$ cat src/rtl/id_register_scoreboard_if.sv
// Bundle between the ID/WB pipeline control and the register scoreboard.
// The master modport drives issue/retire/read/flush; the slave modport answers with hazard status.
interface id_register_scoreboard_if #(
    parameter int TOTAL_WIDTH = 6
);
    logic                   issue_valid;
    logic                   issue_register_write;
    logic [4:0]             issue_write_register;
    logic                   retire_valid;
    logic [4:0]             retire_write_register;
    logic [4:0]             read_register_1;
    logic                   read_use_1;
    logic [4:0]             read_register_2;
    logic                   read_use_2;
    logic                   flush;
    logic                   hazard_stall;
    logic                   issue_ready;
    logic [31:0]            pending_mask;
    logic [TOTAL_WIDTH-1:0] total_inflight;
    logic                   underflow_error;

    modport master (
        output issue_valid, issue_register_write, issue_write_register,
               retire_valid, retire_write_register,
               read_register_1, read_use_1, read_register_2, read_use_2, flush,
        input  hazard_stall, issue_ready, pending_mask, total_inflight, underflow_error
    );

    modport slave (
        input  issue_valid, issue_register_write, issue_write_register,
               retire_valid, retire_write_register,
               read_register_1, read_use_1, read_register_2, read_use_2, flush,
        output hazard_stall, issue_ready, pending_mask, total_inflight, underflow_error
    );
endinterface

$ cat src/rtl/id_register_scoreboard.sv
// Per-register saturating pending-write counters between ID issue and WB retire.
// Stall and ready are derived only from registered counters, so a retire unblocks ID one cycle later.
module id_register_scoreboard #(
    parameter int COUNT_WIDTH = 2,
    parameter int TOTAL_WIDTH = 6
) (
    input  logic                     clock,
    input  logic                     reset,
    id_register_scoreboard_if.slave  sb
);
    localparam logic [COUNT_WIDTH-1:0] COUNT_MAX = {COUNT_WIDTH{1'b1}};

    logic [COUNT_WIDTH-1:0] count_q [32];
    logic [COUNT_WIDTH-1:0] count_d [32];
    logic [TOTAL_WIDTH-1:0] total_q, total_d;
    logic                   underflow_q, underflow_d;

    logic        issue_targets, issue_inc, retire_dec, same_register;
    logic        retire_underflow, retire_counts;
    logic [31:0] pending;

    // Entry 0 is never written, so r0 always reads back as an empty counter.
    assign issue_targets    = sb.issue_register_write && (sb.issue_write_register != 5'd0);
    assign sb.issue_ready   = !(issue_targets && (count_q[sb.issue_write_register] == COUNT_MAX));
    assign issue_inc        = sb.issue_valid && issue_targets && sb.issue_ready;
    assign retire_dec       = sb.retire_valid && (sb.retire_write_register != 5'd0);
    assign same_register    = sb.issue_write_register == sb.retire_write_register;
    assign retire_underflow = retire_dec && !(issue_inc && same_register)
                              && (count_q[sb.retire_write_register] == '0);
    assign retire_counts    = retire_dec && !retire_underflow;

    // NOTE: every variable written here gets a default first, so no path leaves a latch behind.
    always_comb begin
        count_d     = count_q;
        total_d     = total_q;
        underflow_d = underflow_q;
        if (sb.flush) begin
            for (int r = 0; r < 32; r++) count_d[r] = '0;
            total_d = '0;
        end else begin
            if (issue_inc && !(retire_dec && same_register))
                count_d[sb.issue_write_register] = count_q[sb.issue_write_register] + 1'b1;
            if (retire_dec && !(issue_inc && same_register) && !retire_underflow)
                count_d[sb.retire_write_register] = count_q[sb.retire_write_register] - 1'b1;
            if (retire_underflow) underflow_d = 1'b1;
            case ({issue_inc, retire_counts})
                2'b10:   total_d = total_q + 1'b1;
                2'b01:   total_d = total_q - 1'b1;
                default: total_d = total_q;
            endcase
        end
    end

    // NOTE: the counter array is control state, not data storage, so it takes the async reset.
    always_ff @(posedge clock or negedge reset) begin
        if (!reset) begin
            for (int r = 0; r < 32; r++) count_q[r] <= '0;
            total_q     <= '0;
            underflow_q <= 1'b0;
        end else begin
            count_q     <= count_d;
            total_q     <= total_d;
            underflow_q <= underflow_d;
        end
    end

    always_comb begin
        pending = '0;
        for (int r = 1; r < 32; r++) pending[r] = count_q[r] != '0;
    end

    assign sb.pending_mask    = pending;
    assign sb.total_inflight  = total_q;
    assign sb.underflow_error = underflow_q;
    assign sb.hazard_stall    =
        (sb.read_use_1 && (sb.read_register_1 != 5'd0) && pending[sb.read_register_1]) ||
        (sb.read_use_2 && (sb.read_register_2 != 5'd0) && pending[sb.read_register_2]);
endmodule

$ cat src/flat_wrapper.sv
// flat-port wrapper written by rule: the top's interface ports become plain ports
module id_register_scoreboard_flat 
#(
    parameter int COUNT_WIDTH = 2,
    parameter int TOTAL_WIDTH = 6
)
  (clock, reset, sb_issue_valid, sb_issue_register_write, sb_issue_write_register, sb_retire_valid, sb_retire_write_register, sb_read_register_1, sb_read_use_1, sb_read_register_2, sb_read_use_2, sb_flush, sb_hazard_stall, sb_issue_ready, sb_pending_mask, sb_total_inflight, sb_underflow_error);
  id_register_scoreboard_if #(.TOTAL_WIDTH(TOTAL_WIDTH)) sb_i ();
  input  logic clock;
  input  logic reset;
  input wire logic [$bits(sb_i.issue_valid)-1:0] sb_issue_valid;
  input wire logic [$bits(sb_i.issue_register_write)-1:0] sb_issue_register_write;
  input wire logic [$bits(sb_i.issue_write_register)-1:0] sb_issue_write_register;
  input wire logic [$bits(sb_i.retire_valid)-1:0] sb_retire_valid;
  input wire logic [$bits(sb_i.retire_write_register)-1:0] sb_retire_write_register;
  input wire logic [$bits(sb_i.read_register_1)-1:0] sb_read_register_1;
  input wire logic [$bits(sb_i.read_use_1)-1:0] sb_read_use_1;
  input wire logic [$bits(sb_i.read_register_2)-1:0] sb_read_register_2;
  input wire logic [$bits(sb_i.read_use_2)-1:0] sb_read_use_2;
  input wire logic [$bits(sb_i.flush)-1:0] sb_flush;
  output wire logic [$bits(sb_i.hazard_stall)-1:0] sb_hazard_stall;
  output wire logic [$bits(sb_i.issue_ready)-1:0] sb_issue_ready;
  output wire logic [$bits(sb_i.pending_mask)-1:0] sb_pending_mask;
  output wire logic [$bits(sb_i.total_inflight)-1:0] sb_total_inflight;
  output wire logic [$bits(sb_i.underflow_error)-1:0] sb_underflow_error;
  assign sb_i.issue_valid = sb_issue_valid;
  assign sb_i.issue_register_write = sb_issue_register_write;
  assign sb_i.issue_write_register = sb_issue_write_register;
  assign sb_i.retire_valid = sb_retire_valid;
  assign sb_i.retire_write_register = sb_retire_write_register;
  assign sb_i.read_register_1 = sb_read_register_1;
  assign sb_i.read_use_1 = sb_read_use_1;
  assign sb_i.read_register_2 = sb_read_register_2;
  assign sb_i.read_use_2 = sb_read_use_2;
  assign sb_i.flush = sb_flush;
  assign sb_hazard_stall = sb_i.hazard_stall;
  assign sb_issue_ready = sb_i.issue_ready;
  assign sb_pending_mask = sb_i.pending_mask;
  assign sb_total_inflight = sb_i.total_inflight;
  assign sb_underflow_error = sb_i.underflow_error;
  id_register_scoreboard #(.COUNT_WIDTH(COUNT_WIDTH), .TOTAL_WIDTH(TOTAL_WIDTH)) u_core (.clock(clock), .reset(reset), .sb(sb_i));
endmodule
$ cat config.mk
export PLATFORM = sky130hd
export DESIGN_NAME = id_register_scoreboard_flat
export DESIGN_NICKNAME = d
export VERILOG_FILES = /design/src/rtl/id_register_scoreboard_if.sv /design/src/rtl/id_register_scoreboard.sv /design/src/flat_wrapper.sv
export SDC_FILE = /design/constraint.sdc
export NUM_CORES = 1
export LEC_CHECK = 0
export CAP_MARGIN = 20
export CORE_MARGIN = 2
export CORE_UTILIZATION = 30
export DETAILED_ROUTE_END_ITERATION = 10
export GPL_TIMING_DRIVEN = 1
export HOLD_SLACK_MARGIN = 0.15
export SLEW_MARGIN = 20
export SYNTH_ARGS = -nofsm -noshare
export SYNTH_HDL_FRONTEND = slang
export SYNTH_SLANG_ARGS = --single-unit
$ cat constraint.sdc
create_clock -name clock -period 10.9 [get_ports clock]
set_input_delay 2.725 -clock clock [delete_from_list [all_inputs] [get_ports clock]]
set_output_delay 2.725 -clock clock [all_outputs]
set_load 0.01 [all_outputs]
==> qor.yml, run 1 <==
run_status:
  status: "complete, no violations"
clock_network:
  clk_latency_ps: 350
  cts_hold_buf: 0
  htree_levels: 3
  cts.path.max_buffers: 2
  post_cts_buffers: 0
  cts_tree: "yes"
  cts_inserted_buffers: 9
  clock-sinks: 71
  ctsResizeCount: 0
  path_clk_slew_ps: 60
  clock-root-buffer: "clkbuf_16"
yosys:
  yosys_warnings: 0
  synth_area_leader_cell: "dfrtp_1"
  synth_cell_type_count: 65
  ys_top_cells_by_count: "a21oi_1 (74), dfrtp_1 (71), nand2_1 (59), mux2i_1 (41), clkbuf_1 (40)"
  yosysMostFrequentCell: "a21oi_1"
  syn_nets: 719
  synth_cells: 684
  synthTopCellsByArea: "dfrtp_1 (28%), mux4_2 (13%), mux2i_1 (6.5%)"
  async_reset_ff_share_pct: 100
  synthesis.area_um2: 6300
  synth_top_area_share_pct: 28.2
  synth-seq-cells: 71
  syn_avg_cell_area_um2: 9.21
  synth_ff_type: "dfrtp_1"
  synth_edf_count: 0
  ys_seq_area_share_pct: 28.2
critical_path:
  cp-end-kind: "output pin"
  cp-start-kind: "input port"
  cp.buffers_inverters: 3
  critPathSlowestCell: "clkdlybuf4s50_1"
  path_max_fanout: 18
  crit-reg2reg-launch: "u_core.count_q[24]$_DFF_PN0_"
  path_cells: "clkdlybuf4s50_1 -> mux4_2 -> a22o_1 -> a21oi_2 -> inv_1 -> ha_1 -> nand3_1 -> clkdlybuf4s50_1"
  arrival_ps: 5730
  path_common_cell: "clkdlybuf4s50_1"
  path_class: "in -> out"
  crit_path_start: "sb_issue_write_register[0]"
  critical_path_required_ps: 8180
  cp_top_family: "buffers and inverters"
  cp_slowest_stage_delay_ps: 1110
global_route:
  grt_pass1_wl_um: 33400
  grt_pass1_vias: 5546
  grt_overflow: 0
  groute.usage.overall_pct: 19.6
  antenna_found_initial: 0
  grt_max_degree: 73
drt:
  routed_wl_um: 21400
  drtPass1Iterations: 5
  ant_nets: 0
  wire_per_inst_um: 21.5
  drt-initial-drc-count: 618
  drc: 0
  routed_via_density: 5.90
  vias: 5848
sta:
  fin_tns_setup_ps: 0
  whs_ps: 487
  relSlewSlack_pct: 31.2
  max_slew.worst_pin.slew_ps: 1030
  post-route-period-util_pct: 77.6
  grt_setup_unrepaired: "no"
  fmax_ghz: 0.118
  layout_min_cycle_time_ps: 8460
  setup_viol: 0
  clock_skew_ps: 13.7
  maxSlewViolCount: 0
  setup_slack_ps: 2440
  final-hold-violation-count: 0
floorplanning:
  rows: 53
  fp.dieW_um: 149
  dieArea_um2: 22200
  ios: 69
  fp.dieH_um: 149
  start_util_pct: 30.3
  coreArea_um2: 20800
pwr:
  power_uw: 748
  leakagePower_uw: 0.00323
  vdd_drop_max_uv: 59.8
  powerDensity_nw_per_um2: 100
placed_design:
  gp_congestion: 0.908
  dp_worst_setup_slack_ps: 2410
  io_buffers: 67
  hpwl_um: 14800
  dpl-instance-area_um2: 7160
finish:
  fin_nets: 748
  diodes: 0
  syn2layout_area_growth_pct: 18.8
  design_area_um2: 7480
  drive_gt1_share_pct: 18.7
worst_hold_path:
  hold_class: "reg -> reg"
  holdCritStartpoint: "u_core.sb.underflow_error$_DFFE_PN0P_"
flow_run:
  maxCapViolCount: 0
==> power breakdown <==
part / internal (uW) / total, uW / switching [uW]
sequential: 268 / 275 / 6.85
combinational: 60.4 / 154 / 93.7
clock: 199 / 319 / 120
total: 527 / 748 / 221
==> final cells by class <==
class                   instances  area, um^2
well taps                     275         344
clock buffers                   9         225
inverters                      29         109
fillers                      2127       13300
clock inverters                 6        86.3
repair buffers                 85         798
multi-input cells             517        4140
flip-flops and latches         71        1780
==> per-stage QoR <==
stage          util (%)  std cells
3_3_place_gp       34.4        977
2_1_floorplan         -        684
4_1_cts            35.9        992
6_report           35.9        992
3_5_place_dp       34.4        977
5_1_grt            35.9        992
==> layout by cell type (no fill, tap or decap), types with 3 or more instances in the layout <==
master and n:
a211oi_1 23, a21o_1 4, a21oi_1 73, a221oi_1 7
a221oi_2 6, a22oi_1 8, a311oi_1 7, a311oi_2 6
a31o_1 20, a31o_2 16, and2_1 16, and3_1 18
buf_4 19, clkbuf_16 9, clkdlybuf4s50_1 65, dfrtp_1 71
ha_1 6, inv_1 28, mux2_2 16, mux2i_1 41
mux4_2 35, nand2_1 59, nand2b_1 3, nand3_1 19
nand3b_1 4, nor2_1 29, nor2b_1 6, nor3_1 17
nor3b_1 4, o21a_1 6, o21ai_0 8, or2_2 11
or3_1 3, xor2_1 5
==> state kept, by name (all words and copies together), names as in the netlist <==
| name | cells |
|---|---|
| u_core.count_q | 64 |
| u_core.sb.total_inflight | 6 |
| u_core.sb.underflow_error | 1 |
==> worst paths after layout <==
kind	end	slack [ps]	depth (start not counted)
max	sb_issue_ready	2440	8
max reg2reg	u_core.sb.total_inflight[5]$_DFFE_PN0P_	6120	17
min in group asynchronous	u_core.count_q[58]$_DFF_PN0_	2550	1
min	u_core.sb.underflow_error$_DFFE_PN0P_	490	1
min reg2reg	u_core.sb.underflow_error$_DFFE_PN0P_	490	1
max in group asynchronous	u_core.count_q[26]$_DFF_PN0_	7720	1
==> metal layers <==
metal | wire length [um] | vias to the layer above | global-route usage (%)
met1 | 9330 | 2902 | 26.9
met4 | 687 | 0 | 7.33
met2 | 9760 | 268 | 30.5
met5 | 0 | - | 0
li1 | - | 2640 | -
met3 | 1590 | 38 | 4.13
==> logic make-up after synthesis <==
kind of cell / after synthesis / share of synthesized area, %
and+or+nand+nor: 199 / 16.3
adders and majority gates: 7 / 1.51
other: 1 / 0.0595
buffers and inverters: 96 / 6.63
xor gates and xnor gates: 8 / 1.11
DFF: 71 / 28.2
AOI/OAI and AO/OA: 208 / 23.9
muxes: 94 / 22.2
Note: power is estimated with default switching activity, not from simulation.
==> run 2, diff against run 1 <==
Clock period 10.9 ns to 8 ns, I/O delays scaled along.
==> qor.yml, run 2 (synthesis results as in run 1) <==
global_route:
  grt_use_met3_pct: 3.85
  groute.usage.overall_pct: 19.5
  antenna_found_initial: 0
  grt_pass1_wl_um: 33100
  grt-busiest-layer: "met2"
  grt.met2_usage_pct: 30.1
  grt_pass1_vias: 5569
  grt_max_degree: 73
  grt_use_met1_pct: 26.6
  grt_overflow: 0
sta:
  maxSlewViolCount: 0
  post-route-period-util_pct: 87.5
  clock_skew_ps: 8.18
  fin_tns_setup_ps: 0
  fmax_ghz: 0.143
  layout_min_cycle_time_ps: 7000
  relSlewSlack_pct: 28.7
  whs_ps: 493
  setup_viol: 0
  grt_setup_unrepaired: "no"
  final-hold-violation-count: 0
  max_slew.worst_pin.slew_ps: 1070
critical_path:
  critPathSlowestCell: "clkdlybuf4s50_1"
  cp-end-kind: "output pin"
  path_class: "in -> out"
  crit-reg2reg-launch: "u_core.count_q[28]$_DFF_PN0_"
  critical_path_required_ps: 6000
  path_cells: "clkdlybuf4s50_1 -> buf_4 -> mux2_2 -> a2bb2oi_1 -> nand4_1 -> a21oi_2 -> inv_1 -> ha_1 -> nand3_1 -> clkdlybuf4s50_1"
  cp-start-kind: "input port"
  cp_slowest_stage_delay_ps: 780
  path_max_fanout: 18
  path_common_cell: "clkdlybuf4s50_1"
  arrival_ps: 5000
  reg2regPathDepth: 18
  timing.rr.end: "u_core.sb.total_inflight[5]$_DFFE_PN0P_"
  r2r_setup_slack_ps: 3710
clock_network:
  cts_hold_buf: 0
  cts.path.max_buffers: 2
  path_clk_slew_ps: 60
  clock-sinks: 71
  clk_latency_ps: 350
  cts_inserted_buffers: 9
  htree_levels: 3
  ctsResizeCount: 0
  post_cts_buffers: 0
  cts_tree: "yes"
  clock-root-buffer: "clkbuf_16"
placed_design:
  io_buffers: 67
  hpwl_um: 15100
  gp_congestion: 0.911
  dpl.cell_count: 980
finish:
  largest_register_ffs: 64
  syn2layout_area_growth_pct: 19.0
  final_cell_mix: "a21oi_1 (73), dfrtp_1 (71), clkdlybuf4s50_1 (65), nand2_1 (59), mux2i_1 (41)"
  regArea_um2: 1780
  top_register: "u_core.count_q"
  diodes: 0
  layout_commonest_cell: "a21oi_1"
  multi_input_area_um2: 4130
  fin_nets: 751
  drive_gt1_share_pct: 18.9
  layout.cells.non_filler: 996
  fillCellCount: 2134
drt:
  vias: 5880
  drc: 0
  drt-initial-drc-count: 621
  routed_via_density: 5.90
  drtPass1Iterations: 7
  wire_per_inst_um: 21.1
  ant_nets: 0
  routed_wl_um: 21000
floorplanning:
  coreArea_um2: 20800
  dieArea_um2: 22200
  start_util_pct: 30.3
  fp.dieW_um: 149
  fp.dieH_um: 149
  rows: 53
  ios: 69
worst_hold_path:
  hold_class: "reg -> reg"
  holdCritStartpoint: "u_core.sb.underflow_error$_DFFE_PN0P_"
  hold_end: "u_core.sb.underflow_error$_DFFE_PN0P_"
  min_path_cells: 1
pwr:
  powerDensity_nw_per_um2: 136
  vdd_drop_max_uv: 92.5
  power_uw: 1020
  leakagePower_uw: 0.00325
flow_run:
  maxCapViolCount: 0
run_status:
  status: "complete, no violations"
-- run 2: worst max-delay path by stage --
stage,startpoint,to,slack [ps],cells past startpoint
2_1_floorplan,sb_issue_write_register[0],u_core.sb.total_inflight[5]$_DFFE_PN0P_,1680,19
3_3_place_gp,sb_issue_write_register[0],sb_issue_ready,1030,8
3_5_place_dp,sb_issue_write_register[0],sb_issue_ready,1000,7
4_1_cts,sb_issue_write_register[0],sb_issue_ready,1000,7
5_1_grt,sb_issue_write_register[0],sb_issue_ready,770,7
6_report,sb_issue_write_register[1],sb_issue_ready,1000,10
-- run 2: worst max-delay path, delay by kind of cell --
kind,cells,cell delay [ps]
adder cells (fa/ha/maj),1,220
multiplexers,1,360
AND/OR/NAND/NOR,2,260
buffers and inverters,4,1720
AO/OA/AOI/OAI,2,430
-- run 2: report_power, final --
group | total [uW] | internal, uW | switching, uW
registers | 375 | 366 | 9.62
logic | 208 | 82.9 | 125
clock network | 435 | 271 | 164
total | 1020 | 719 | 299
-- run 2: through the flow --
stage	instance area, um^2	worst slack, ps	utilization [%]
after global routing	7500	775	36.0
after detailed placement	7180	1000	34.5
after global placement	7180	1030	34.5
after floorplan	6300	1680	-
after CTS	7490	1000	36.0
final	7500	1000	36.0
-- run 2: metal layers --
| layer | vias to the layer above | wire, um |
|---|---|---|
| li1 | 2650 | - |
| met4 | 0 | 762 |
| met1 | 2874 | 9010 |
| met2 | 312 | 9490 |
| met3 | 44 | 1740 |
| met5 | - | 0 |
-- run 2: area by class of cell --
cell class / instances / share of cell area [%]
Clock inverter: 7 / 1.17
Inverter: 29 / 1.45
Timing Repair Buffer: 88 / 10.9
Tap cell: 275 / 4.59
Sequential cell: 71 / 23.7
Clock buffer: 9 / 3.00
Multi-Input combinational cell: 517 / 55.1
==> run 3, diff against run 2 <==
Settings changed: TNS_END_PERCENT set to 20.
==> results of run 3 <==
Final layout, timing and power as in run 2 (identical DEF).
